### config.mk
export PLATFORM = sky130hd
export DESIGN_NAME = fetch_ctrl_flat
export DESIGN_NICKNAME = d
export VERILOG_FILES = /design/src/rtl/hack_pkg.sv /design/src/rtl/fetch_ctrl_if.sv /design/src/rtl/fetch_ctrl_jump_cond.sv /design/src/rtl/fetch_ctrl.sv /design/src/flat_wrapper.sv
export SDC_FILE = /design/constraint.sdc
export NUM_CORES = 1
export LEC_CHECK = 0
export CAP_MARGIN = 20
export CELL_PAD_IN_SITES_DETAIL_PLACEMENT = 1
export CELL_PAD_IN_SITES_GLOBAL_PLACEMENT = 1
export CORE_MARGIN = 2
export CORE_UTILIZATION = 19
export CTS_CLUSTER_DIAMETER = 60
export DETAILED_ROUTE_END_ITERATION = 10
export HOLD_SLACK_MARGIN = 0.02
export PLACE_DENSITY_LB_ADDON = 0.1
export SYNTH_ARGS = -nofsm -noshare
export SYNTH_HDL_FRONTEND = slang
export SYNTH_SLANG_ARGS = --single-unit
### constraint.sdc
create_clock -name clk -period 1.6 [get_ports clk]
set_clock_uncertainty 0.1 [all_clocks]
set_input_delay 0.24 -clock clk [delete_from_list [all_inputs] [get_ports clk]]
set_output_delay 0.24 -clock clk [all_outputs]
set_load 0.01 [all_outputs]
### src/rtl/hack_pkg.sv
// Shared encodings for the Hack fetch controller: word width, opcode/jump bit positions, FSM states.
// The HALT state only exists when HALT_DETECT_EN is defined.
package hack_pkg;

  localparam int WORD_W     = 16;
  localparam int OPCODE_BIT = 15;
  localparam int JMP_HI     = 2;
  localparam int JMP_LO     = 0;
  localparam int JMP_LT_BIT = 2;
  localparam int JMP_EQ_BIT = 1;
  localparam int JMP_GT_BIT = 0;

  typedef logic [WORD_W-1:0] word_t;

  typedef enum logic [2:0] {
    ST_RST    = 3'd0,
    ST_FETCH  = 3'd1,
    ST_EXEC   = 3'd2,
    ST_UPDATE = 3'd3
`ifdef HALT_DETECT_EN
    ,
    ST_HALT   = 3'd4
`endif
  } state_t;

  function automatic logic is_c_instr(input word_t w);
    return w[OPCODE_BIT];
  endfunction

endpackage

### src/rtl/fetch_ctrl_if.sv
// Bundle between the fetch controller (master) and the ROM/CPU/PC environment (slave).
// The halted indicator is only present when HALT_DETECT_EN is defined.
interface fetch_ctrl_if import hack_pkg::*; ();

  word_t pc;
  logic  rom_req;
  logic  rom_ack;
  word_t rom_data;
  word_t instr;
  logic  instr_valid;
  logic  exec_done;
  logic  zr;
  logic  ng;
  word_t a_reg;
  word_t pc_in;
  logic  pc_load;
  logic  pc_inc;
  logic  pc_reset;
`ifdef HALT_DETECT_EN
  logic  halted;
`endif

  modport master (
    input  pc, rom_ack, rom_data, exec_done, zr, ng, a_reg,
    output rom_req, instr, instr_valid, pc_in, pc_load, pc_inc, pc_reset
`ifdef HALT_DETECT_EN
    , output halted
`endif
  );

  modport slave (
    output pc, rom_ack, rom_data, exec_done, zr, ng, a_reg,
    input  rom_req, instr, instr_valid, pc_in, pc_load, pc_inc, pc_reset
`ifdef HALT_DETECT_EN
    , input halted
`endif
  );

endinterface

### src/rtl/fetch_ctrl_jump_cond.sv
// Combinational Hack jump decode: A-instructions never jump, C-instructions test the j-bits against zr/ng.
// Zero latency; no handshake.
module jump_cond import hack_pkg::*; (
  input  word_t instr,
  input  logic  zr,
  input  logic  ng,
  output logic  jump
);

  logic unused_bits;
  assign unused_bits = ^instr[OPCODE_BIT-1:JMP_HI+1];

  always_comb begin
    jump = 1'b0;
    if (is_c_instr(instr)) begin
      jump = (instr[JMP_LT_BIT] & ng)
           | (instr[JMP_EQ_BIT] & zr)
           | (instr[JMP_GT_BIT] & ~ng & ~zr);
    end
  end

endmodule

### src/rtl/fetch_ctrl.sv
// Hack CPU fetch controller: RST -> FETCH (waits on rom_ack) -> EXEC (waits on exec_done) -> UPDATE (1 cycle).
// Optional HALT state on a jump-to-self, enabled by HALT_DETECT_EN; exit only via reset.
module fetch_ctrl import hack_pkg::*; (
  input  logic         clk,
  input  logic         reset,
  fetch_ctrl_if.master bus
);

  state_t state_q, state_d;
  word_t  instr_q, instr_d;
  logic   first_q, first_d;
  logic   jump_q,  jump_d;
  logic   jump_w;

  jump_cond u_jump_cond (
    .instr (instr_q),
    .zr    (bus.zr),
    .ng    (bus.ng),
    .jump  (jump_w)
  );

`ifdef HALT_DETECT_EN
  logic self_loop;
  assign self_loop = is_c_instr(instr_q)
                   && (instr_q[JMP_HI:JMP_LO] == 3'b111)
                   && (bus.a_reg == bus.pc);
`else
  logic unused_pc;
  assign unused_pc = ^bus.pc;
`endif

  assign bus.pc_in       = bus.a_reg;
  assign bus.instr       = instr_q;
  assign bus.instr_valid = first_q && (state_q == ST_EXEC);

  always_comb begin
    state_d      = state_q;
    instr_d      = instr_q;
    first_d      = 1'b0;
    jump_d       = jump_q;
    bus.rom_req  = 1'b0;
    bus.pc_load  = 1'b0;
    bus.pc_inc   = 1'b0;
    bus.pc_reset = 1'b0;
`ifdef HALT_DETECT_EN
    bus.halted   = 1'b0;
`endif
    unique case (state_q)
      ST_RST: begin
        bus.pc_reset = 1'b1;
        state_d      = ST_FETCH;
      end
      ST_FETCH: begin
        bus.rom_req = 1'b1;
        if (bus.rom_ack) begin
          instr_d = bus.rom_data;
          first_d = 1'b1;
          state_d = ST_EXEC;
        end
      end
      ST_EXEC: begin
        // flags are only meaningful in the exec_done cycle, so the decision is captured here
        if (bus.exec_done) begin
          jump_d  = jump_w;
          state_d = ST_UPDATE;
        end
      end
      ST_UPDATE: begin
        state_d = ST_FETCH;
`ifdef HALT_DETECT_EN
        if (self_loop) begin
          state_d = ST_HALT;
        end else begin
          bus.pc_load = jump_q;
          bus.pc_inc  = ~jump_q;
        end
`else
        bus.pc_load = jump_q;
        bus.pc_inc  = ~jump_q;
`endif
      end
`ifdef HALT_DETECT_EN
      ST_HALT: begin
        bus.halted = 1'b1;
      end
`endif
      default: begin
        instr_d = '0;
        state_d = ST_RST;
      end
    endcase
  end

  always_ff @(posedge clk) begin
    if (reset) begin
      state_q <= ST_RST;
      instr_q <= '0;
      first_q <= 1'b0;
      jump_q  <= 1'b0;
    end else begin
      state_q <= state_d;
      instr_q <= instr_d;
      first_q <= first_d;
      jump_q  <= jump_d;
    end
  end

endmodule

### src/flat_wrapper.sv
// flat-port wrapper written by rule: the top's interface ports become plain ports
module fetch_ctrl_flat import hack_pkg::*;
  (clk, reset, bus_pc, bus_rom_ack, bus_rom_data, bus_exec_done, bus_zr, bus_ng, bus_a_reg, bus_rom_req, bus_instr, bus_instr_valid, bus_pc_in, bus_pc_load, bus_pc_inc, bus_pc_reset);
  fetch_ctrl_if bus_i ();
  input  logic clk;
  input  logic reset;
  input wire logic [$bits(bus_i.pc)-1:0] bus_pc;
  input wire logic [$bits(bus_i.rom_ack)-1:0] bus_rom_ack;
  input wire logic [$bits(bus_i.rom_data)-1:0] bus_rom_data;
  input wire logic [$bits(bus_i.exec_done)-1:0] bus_exec_done;
  input wire logic [$bits(bus_i.zr)-1:0] bus_zr;
  input wire logic [$bits(bus_i.ng)-1:0] bus_ng;
  input wire logic [$bits(bus_i.a_reg)-1:0] bus_a_reg;
  output wire logic [$bits(bus_i.rom_req)-1:0] bus_rom_req;
  output wire logic [$bits(bus_i.instr)-1:0] bus_instr;
  output wire logic [$bits(bus_i.instr_valid)-1:0] bus_instr_valid;
  output wire logic [$bits(bus_i.pc_in)-1:0] bus_pc_in;
  output wire logic [$bits(bus_i.pc_load)-1:0] bus_pc_load;
  output wire logic [$bits(bus_i.pc_inc)-1:0] bus_pc_inc;
  output wire logic [$bits(bus_i.pc_reset)-1:0] bus_pc_reset;
  assign bus_i.pc = bus_pc;
  assign bus_i.rom_ack = bus_rom_ack;
  assign bus_i.rom_data = bus_rom_data;
  assign bus_i.exec_done = bus_exec_done;
  assign bus_i.zr = bus_zr;
  assign bus_i.ng = bus_ng;
  assign bus_i.a_reg = bus_a_reg;
  assign bus_rom_req = bus_i.rom_req;
  assign bus_instr = bus_i.instr;
  assign bus_instr_valid = bus_i.instr_valid;
  assign bus_pc_in = bus_i.pc_in;
  assign bus_pc_load = bus_i.pc_load;
  assign bus_pc_inc = bus_i.pc_inc;
  assign bus_pc_reset = bus_i.pc_reset;
  fetch_ctrl u_core (.clk(clk), .reset(reset), .bus(bus_i));
endmodule
==> results of run 1 <==
final timing paths:
| path | startpoint | endpoint | slack, ns |
|---|---|---|---|
| setup / recovery | u_core.bus.instr[2] | bus_instr[2] | 0.06 |
| hold reg to reg | u_core.bus.instr[3] | u_core.bus.instr[3] | 0.36 |
| hold / removal | u_core.bus.instr[3] | u_core.bus.instr[3] | 0.36 |
| setup reg to reg | u_core.state_q[1] | u_core.bus.instr[7] | 0.19 |
final cells by class:
| class | count | area (um2) |
|---|---|---|
| flip-flops and latches | 20 | 403 |
| multi-input cells | 72 | 409 |
| repair buffers | 51 | 488 |
| fillers | 623 | 3560 |
| well taps | 70 | 87.6 |
| inverters | 2 | 7.51 |
| clock buffers | 4 | 55.1 |
flip-flops by register name, summed over array words and instances, names as in the netlist:
signal / flops
u_core.jump_q: 1
u_core.first_q: 1
u_core.state_q: 2
u_core.bus.instr: 16
logic make-up after synthesis:
family | count (synthesis) | share of synthesized area
and+or+nand+nor | 45 | 0.197
buffers and inverters | 23 | 0.165
AOI/OAI and AO/OA | 23 | 0.173
adders and majority gates | 4 | 0.0516
DFF | 20 | 0.413
layer usage:
layer | part of all wire | GRT usage
met5 | 0 | 0
met4 | 0.0097 | 0.0429
met3 | 0.080 | 0.0384
met2 | 0.46 | 0.154
met1 | 0.45 | 0.129
power by group through the flow:
| stage | clock [mW] | combinational [mW] | sequential [mW] |
|---|---|---|---|
| after detailed placement | 0 | 0.416 | 0.583 |
| final | 0.404 | 0.394 | 0.573 |
| after global routing | 0.436 | 0.440 | 0.581 |
| after CTS | 0.417 | 0.407 | 0.574 |
| after global placement | 0 | 0.406 | 0.581 |
| after floorplan | 0 | 0.215 | 0.592 |
cells in the final DEF, fill, tap and decap left out:
cell type,instances
a21o_1,1
a21oi_1,9
a21oi_2,10
a22o_1,1
and2_1,3
buf_12,1
buf_2,1
buf_4,8
clkbuf_2,1
clkbuf_8,4
clkdlybuf4s15_1,1
clkdlybuf4s50_1,37
dfxtp_1,18
dfxtp_2,2
dlygate4sd2_1,2
ha_1,4
inv_1,2
nand2_1,35
nand2b_1,2
nand3_1,1
nor2_1,1
nor2b_1,2
nor3b_1,1
o2111ai_1,1
o21ba_2,1
Yosys cell counts, drive strengths merged:
cell,count,area (um2)
a21o,1,7.51
a21oi,19,133
a22o,1,8.76
and2,3,18.8
buf,20,149
clkbuf,1,3.75
dfxtp,20,400
ha,4,50.1
inv,2,7.51
nand2,35,131
nand2b,2,12.5
nand3,1,5.00
nor2,1,3.75
nor2b,2,12.5
nor3b,1,7.51
o2111ai,1,8.76
o21ba,1,10.0
repair_timing:
action,4_1_cts,5_1_grt
gates cloned,0,0
gates resized for setup,11,2
hold endpoints to repair,0,0
hold buffers,0,0
setup endpoints to repair,5,2
==> results.json, run 1 <==
{
  "p_leak_nw": 0.528,
  "n_antenna_cell": 0,
  "cp.required_ns": 1.26,
  "p_sw_uw": 394,
  "ant_nets": 0,
  "via_per_inst": 3.96,
  "design_area_um2": 1450,
  "syn_nets": 173,
  "avgSynthCellArea_um2": 8.43,
  "syn-cell-area_um2": 970,
  "wl_mm": 2.68,
  "setup.worst_path.end_class": "output pin",
  "rsz0062_at_grt": "no",
  "slew_headroom": 0.821,
  "min_period_ns": 1.54,
  "grt_pass1_wl_mm": 4.29,
  "drt-initial-drc-count": 25,
  "drc": 0,
  "cts_setup_buffers": 0,
  "gp_congestion": 0.627,
  "final-max-slew-violation-count": 0,
  "pre_cts_ws_ns": -0.00295,
  "core_um2": 5010,
  "power_frac_seq": 0.418,
  "layout_setup_ws_ns": 0.0587,
  "rows": 26,
  "vias": 868,
  "cp_slowest_stage_delay_ns": 0.57,
  "htreeDepth": 1,
  "maxCapViolations": 0,
  "finalSetupViolCount": 0,
  "grt_max_degree": 15,
  "max_freq_ghz": 0.649,
  "grt_usage": 0.101,
  "slowest_stage": "clkdlybuf4s50_1",
  "swShare": 0.288,
  "cellInternalPower_uw": 976,
  "die_x_um": 75.4,
  "worstHoldPathCells": 2,
  "cts.sinks": 20,
  "critPathBufInv": 1,
  "worst_pin_slew_ns": 0.268,
  "power.share.clock": 0.295,
  "io_pins": 91,
  "synth-seq-area-share": 0.413,
  "crit_fanout": 3,
  "crit_chain": "clkdlybuf4s50_1",
  "drive_above_1_share": 0.188,
  "crit_path_start_kind": "flop",
  "status": "finished clean",
  "irDropWorstVdd_v": 0.000324,
  "syn_to_final_growth_pct": 49.5,
  "whs_ns": 0.361,
  "synth.distinct_cells": 20,
  "tns_ns": 0,
  "initial_core_util": 0.194,
  "grt_pass1_vias": 892,
  "worstPathArrival_ns": 1.20,
  "nets": 208,
  "numCtsBuffers": 3,
  "dr.pass1.iters": 3,
  "hold_path.class": "flop to flop",
  "fin_cells": 219,
  "port-buffer-count": 42,
  "grt_overflow_total": 0,
  "cts_root_buf": "clkbuf_8",
  "dieArea_um2": 5690,
  "ys_warn_count": 0,
  "fin_util": 0.289,
  "routedWlPerCell_um": 12.2,
  "path_class": "flop to output pin",
  "power.total_mw": 1.37,
  "ys_seq_elements": 20,
  "path_clk_slew_ns": 0.08,
  "dp.cells": 215,
  "cp_top_family": "buffers and inverters",
  "hold_violations": 0,
  "placed_cell_area_um2": 1410,
  "die_y_um": 75.4,
  "path_depth": 1,
  "powerDensity_nw_per_um2": 945,
  "synth_cells": 115,
  "cts_tree": "done",
  "place_hpwl_mm": 2.06,
  "insertion_delay_ns": 0.26,
  "p_comb_frac": 0.287,
  "antenna_found_initial": 0,
  "rr_worst_depth": 7,
  "fin_crit_sh": 0.963,
  "clockBufferDepth": 2
}
No activity file was read; power rests on OpenSTA's default activity.
==> run 2: changes to the inputs <==
CORE_UTILIZATION = 21   (was 19)
GPL_ROUTABILITY_DRIVEN = 0   (was default)
clock period = 1.95 ns   (was 1.6 ns; I/O delays follow)
==> run 2 against run 1 <==
Effect of this change:
- cell count is 10% lower
- non-clock buffer count fell by 4
- largest power group unchanged
- global-route usage about the same
- sequential power shrank 18%
- combinational power decreased by 22%
- clock-buffer cell count down 1
- via count is 2.2% lower
==> results.json, run 2 (synthesized netlist as in run 1, its figures left out) <==
{
  "status": "finished clean",
  "grt_max_degree": 17,
  "irDropWorstVdd_v": 0.000235,
  "min_period_ns": 1.87,
  "routedWlPerCell_um": 12.9,
  "via_per_inst": 4.31,
  "worstHoldPathCells": 2,
  "grt_usage": 0.101,
  "drt-initial-drc-count": 26,
  "numCtsBuffers": 3,
  "hold_violations": 0,
  "cts.sinks": 20,
  "initial_core_util": 0.220,
  "hold_path.class": "flop to flop",
  "worst_pin_slew_ns": 0.273,
  "die_y_um": 72.0,
  "swShare": 0.256,
  "p_leak_nw": 0.502,
  "nets": 204,
  "path_clk_slew_ns": 0.08,
  "tns_ns": 0,
  "largest_reg_flops": 16,
  "rr_worst_depth": 6,
  "antenna_found_initial": 0,
  "n_antenna_cell": 0,
  "finalSetupViolCount": 0,
  "cts_root_buf": "clkbuf_8",
  "io_pins": 91,
  "p_comb_frac": 0.257,
  "hold-path-endpoint": "u_core.bus.instr[3]",
  "slew_headroom": 0.818,
  "min-delay-start": "u_core.bus.instr[3]",
  "reg2reg_slack_ns": 0.45,
  "grt_pass1_wl_mm": 4.04,
  "core_um2": 4410,
  "worstPathArrival_ns": 1.48,
  "crit_path_start_kind": "flop",
  "r2r-start": "u_core.state_q[1]",
  "cellInternalPower_uw": 886,
  "power.total_mw": 1.19,
  "dieArea_um2": 5180,
  "maxCapViolations": 0,
  "cts_setup_buffers": 0,
  "dr.pass1.iters": 4,
  "clockBufferDepth": 2,
  "reg2reg_to": "u_core.bus.instr[1]",
  "p_sw_uw": 305,
  "cp.required_ns": 1.56,
  "power_frac_seq": 0.394,
  "layout_commonest_cell": "clkdlybuf4s50_1",
  "setup.worst_path.end_class": "output pin",
  "grt_pass1_vias": 870,
  "die_x_um": 72.0,
  "max_freq_ghz": 0.534,
  "crit_fanout": 5,
  "vias": 849,
  "port-buffer-count": 42,
  "rsz0062_at_grt": "no",
  "cts_tree": "done",
  "final-max-slew-violation-count": 0,
  "fin_crit_sh": 0.960,
  "post_cts_resized": 3,
  "syn_to_final_growth_pct": 45.8,
  "path_class": "flop to output pin",
  "powerDensity_nw_per_um2": 842,
  "cts.hold.buffers_added": 0,
  "grt_overflow_total": 0,
  "rows": 24,
  "power.share.clock": 0.349,
  "htreeDepth": 1,
  "mostFrequentLayoutCells": "clkdlybuf4s50_1, nand2_1, dfxtp_1",
  "insertion_delay_ns": 0.26,
  "ant_nets": 0,
  "drive_above_1_share": 0.152,
  "place_hpwl_mm": 1.94,
  "drc": 0,
  "wl_mm": 2.53
}
-- run 2: cell count changes in the layout (fill, tap and decap cells not counted), sizes merged --
cell           change
clkdlybuf4s15      -1
clkdlybuf4s50      +4
buf                -5
dlygate4sd2        -1
bufinv             +1
clkbuf             -2
-- run 2: worst max path at each step --
stage / endpoint / from / slack, ns
floorplan: u_core.bus.instr[5] / u_core.state_q[1] / 0.54
global placement: bus_instr_valid / u_core.state_q[0] / 0.21
detailed placement: bus_instr_valid / u_core.state_q[0] / 0.19
CTS: bus_rom_req / u_core.state_q[1] / 0.06
global route: bus_rom_req / u_core.state_q[1] / 0.01
finish: bus_rom_req / u_core.state_q[1] / 0.08
-- run 2: layout make-up --
type | instances | area (um2)
Fill cell | 516 | 3000
Timing Repair Buffer | 47 | 457
Multi-Input combinational cell | 72 | 412
Sequential cell | 20 | 402
Tap cell | 52 | 65.1
Clock buffer | 3 | 41.3
Clock inverter | 1 | 30.0
Inverter | 2 | 7.51
-- run 2: power groups by stage --
stage	sequential, mW	combinational [mW]	clock [mW]
6_report	0.469	0.306	0.416
5_1_grt	0.475	0.337	0.449
4_1_cts	0.471	0.316	0.429
3_5_place_dp	0.479	0.313	0
3_3_place_gp	0.477	0.308	0
2_1_floorplan	0.486	0.177	0
-- run 2: layer usage --
metal	wire length [um]	vias up	track usage
met5	0	-	0
met4	47	0	0.0587
met2	1210	26	0.170
met3	134	8	0.0111
li1	-	411	-
met1	1140	404	0.126
-- run 2: worst max-delay path, stage by stage, from the launching register on --
cell and delay, ns:
dfxtp_1 0.33, inv_1 0.09, ha_1 0.23, clkdlybuf4s50_1 0.56
-- run 2: through the flow --
step	std cells	instance area [um2]	hold WS, ns	setup slack [ns]	util
6_report	197	1410	0.356	0.0789	0.320
5_1_grt	197	1410	0.394	0.0113	0.320
4_1_cts	197	1410	0.357	0.0557	0.320
3_5_place_dp	193	1340	0.346	0.194	0.304
3_3_place_gp	193	1340	0.343	0.213	0.304
2_1_floorplan	115	970	0.328	0.543	-
==> edit: new RTL, flow settings as in run 1 <==
The 4 states of `state_t` get a one-hot encoding in 4 bits.
--- a/src/rtl/hack_pkg.sv
+++ b/src/rtl/hack_pkg.sv
@@ -14,7 +14,7 @@
 
-  typedef enum logic [2:0] {
-    ST_RST    = 3'd0,
-    ST_FETCH  = 3'd1,
-    ST_EXEC   = 3'd2,
-    ST_UPDATE = 3'd3
+  typedef enum logic [3:0] {
+    ST_RST    = 4'b0001,
+    ST_FETCH  = 4'b0010,
+    ST_EXEC   = 4'b0100,
+    ST_UPDATE = 4'b1000
 `ifdef HALT_DETECT_EN
Formal check against the unedited RTL: same outputs for any inputs over 10 cycles, from zero or initial values and one cycle with reset high; not proved beyond that.
==> edit against run 1 <==
  * Area after synthesis is 36% higher
  * Setup slack worse by 0.035 ns
  * Combinational power is 5% higher
  * Wire length is 54% higher
  * Sequential cell count is 2 higher
  * Final area is 29% higher
  * First-iteration DRC count is 32% lower
  * Fmax is 2.2% lower
  * Register-to-register slack worse by 0.12 ns
  * Utilization is 1.3 points lower
  * Power is 5.4% higher
  * Die area is 34% higher
  * Largest cell class is now multi-input gates
  * Largest power group unchanged
==> edit: results (changes against run 1) <==
stage,metric,value,unit,change
status,run status,"finished, final reports clean",,unchanged
placement,weighted congestion reported at the end of routability-driven placement,0.733,,was 0.627
placement,cell count after placement,254,,was 215
final_layout,layout multi-input combinational cell count,95,,was 72
final_layout,total number of nets in the final design,233,,was 208
global_route,GR Layer Usage met1,13.1,%,was 12.9%
worst_setup_path,max incr delay on CP,0.37,ns,was 0.57 ns
worst_setup_path,worst-path fanout max,4,,was 3
final_layout,number of fillers in the final layout,802,,was 623
power_and_ir_drop,maximum vdd ir drop,0.000236,V,was 0.000324 V
placement,Placed Instance Area,1800,sq um,was 1410 sq um
final_layout,share of cells above drive strength 1,21.3,%,was 18.8%
drt,detailed router's first-iteration violation count,17,,was 25
logic_synthesis,number of unique standard cell types used by synthesis,27,,was 20
worst_setup_path,WP data arrival,1.24,ns,was 1.20 ns
logic_synthesis,post-synthesis net count,200,,was 173
final_layout,portion of the layout cell area used by clock cells,2.95,%,was 3.80%
power_and_ir_drop,internal power,1010,uW,was 976 uW
logic_synthesis,sequential share of the synthesized area,33.4,%,was 41.3%
drt,iteration count of the initial detailed-routing pass,4,,was 3
final_layout,fraction of standard cell area in multi-input logic,38.0,%,was 28.2%
global_route,wire length of the first global-routing pass,6670,um,was 4290 um
drt,via count,1170,,was 868
drt,met3 routed wirelength,124,um,was 214 um
global_route,met2 track demand over resource,20.5,%,was 15.4%
final_layout,count of buffers not belonging to the clock network in the layout,56,,was 51
[edit: timing repair]
item	in CTS	in global routing
hold buffers	0	0
setup endpoints to repair	6	6
resized for setup	25	9
endpoints found under the hold margin	0	0
pin swaps	0	2
[edit: cell families (layout without fill, tap and decap cells)]
logic type             Yosys count  count (layout)  share of synthesized area [%]
AO/OA/AOI/OAI                   43              43                           24.0
XOR/XNOR                         1               1                          0.664
buffers and inverters           29              61                           14.3
flip-flops                      22              22                           33.4
AND/OR/NAND/NOR                 51              51                           27.7
[edit: final timing paths]
kind                                          start  depth (start not counted)  slack, ns                                end
setup / recovery     u_core.state_q[3]$_SDFFE_PP0P_                          3       0.02                       bus_pc_reset
setup reg to reg     u_core.state_q[3]$_SDFFE_PP0P_                          5       0.07     u_core.state_q[1]$_SDFFE_PP0P_
hold / removal                        bus_a_reg[14]                          0       0.38                      bus_pc_in[14]
hold reg to reg   u_core.bus.instr[13]$_SDFFE_PP0P_                          2       0.38  u_core.bus.instr[13]$_SDFFE_PP0P_
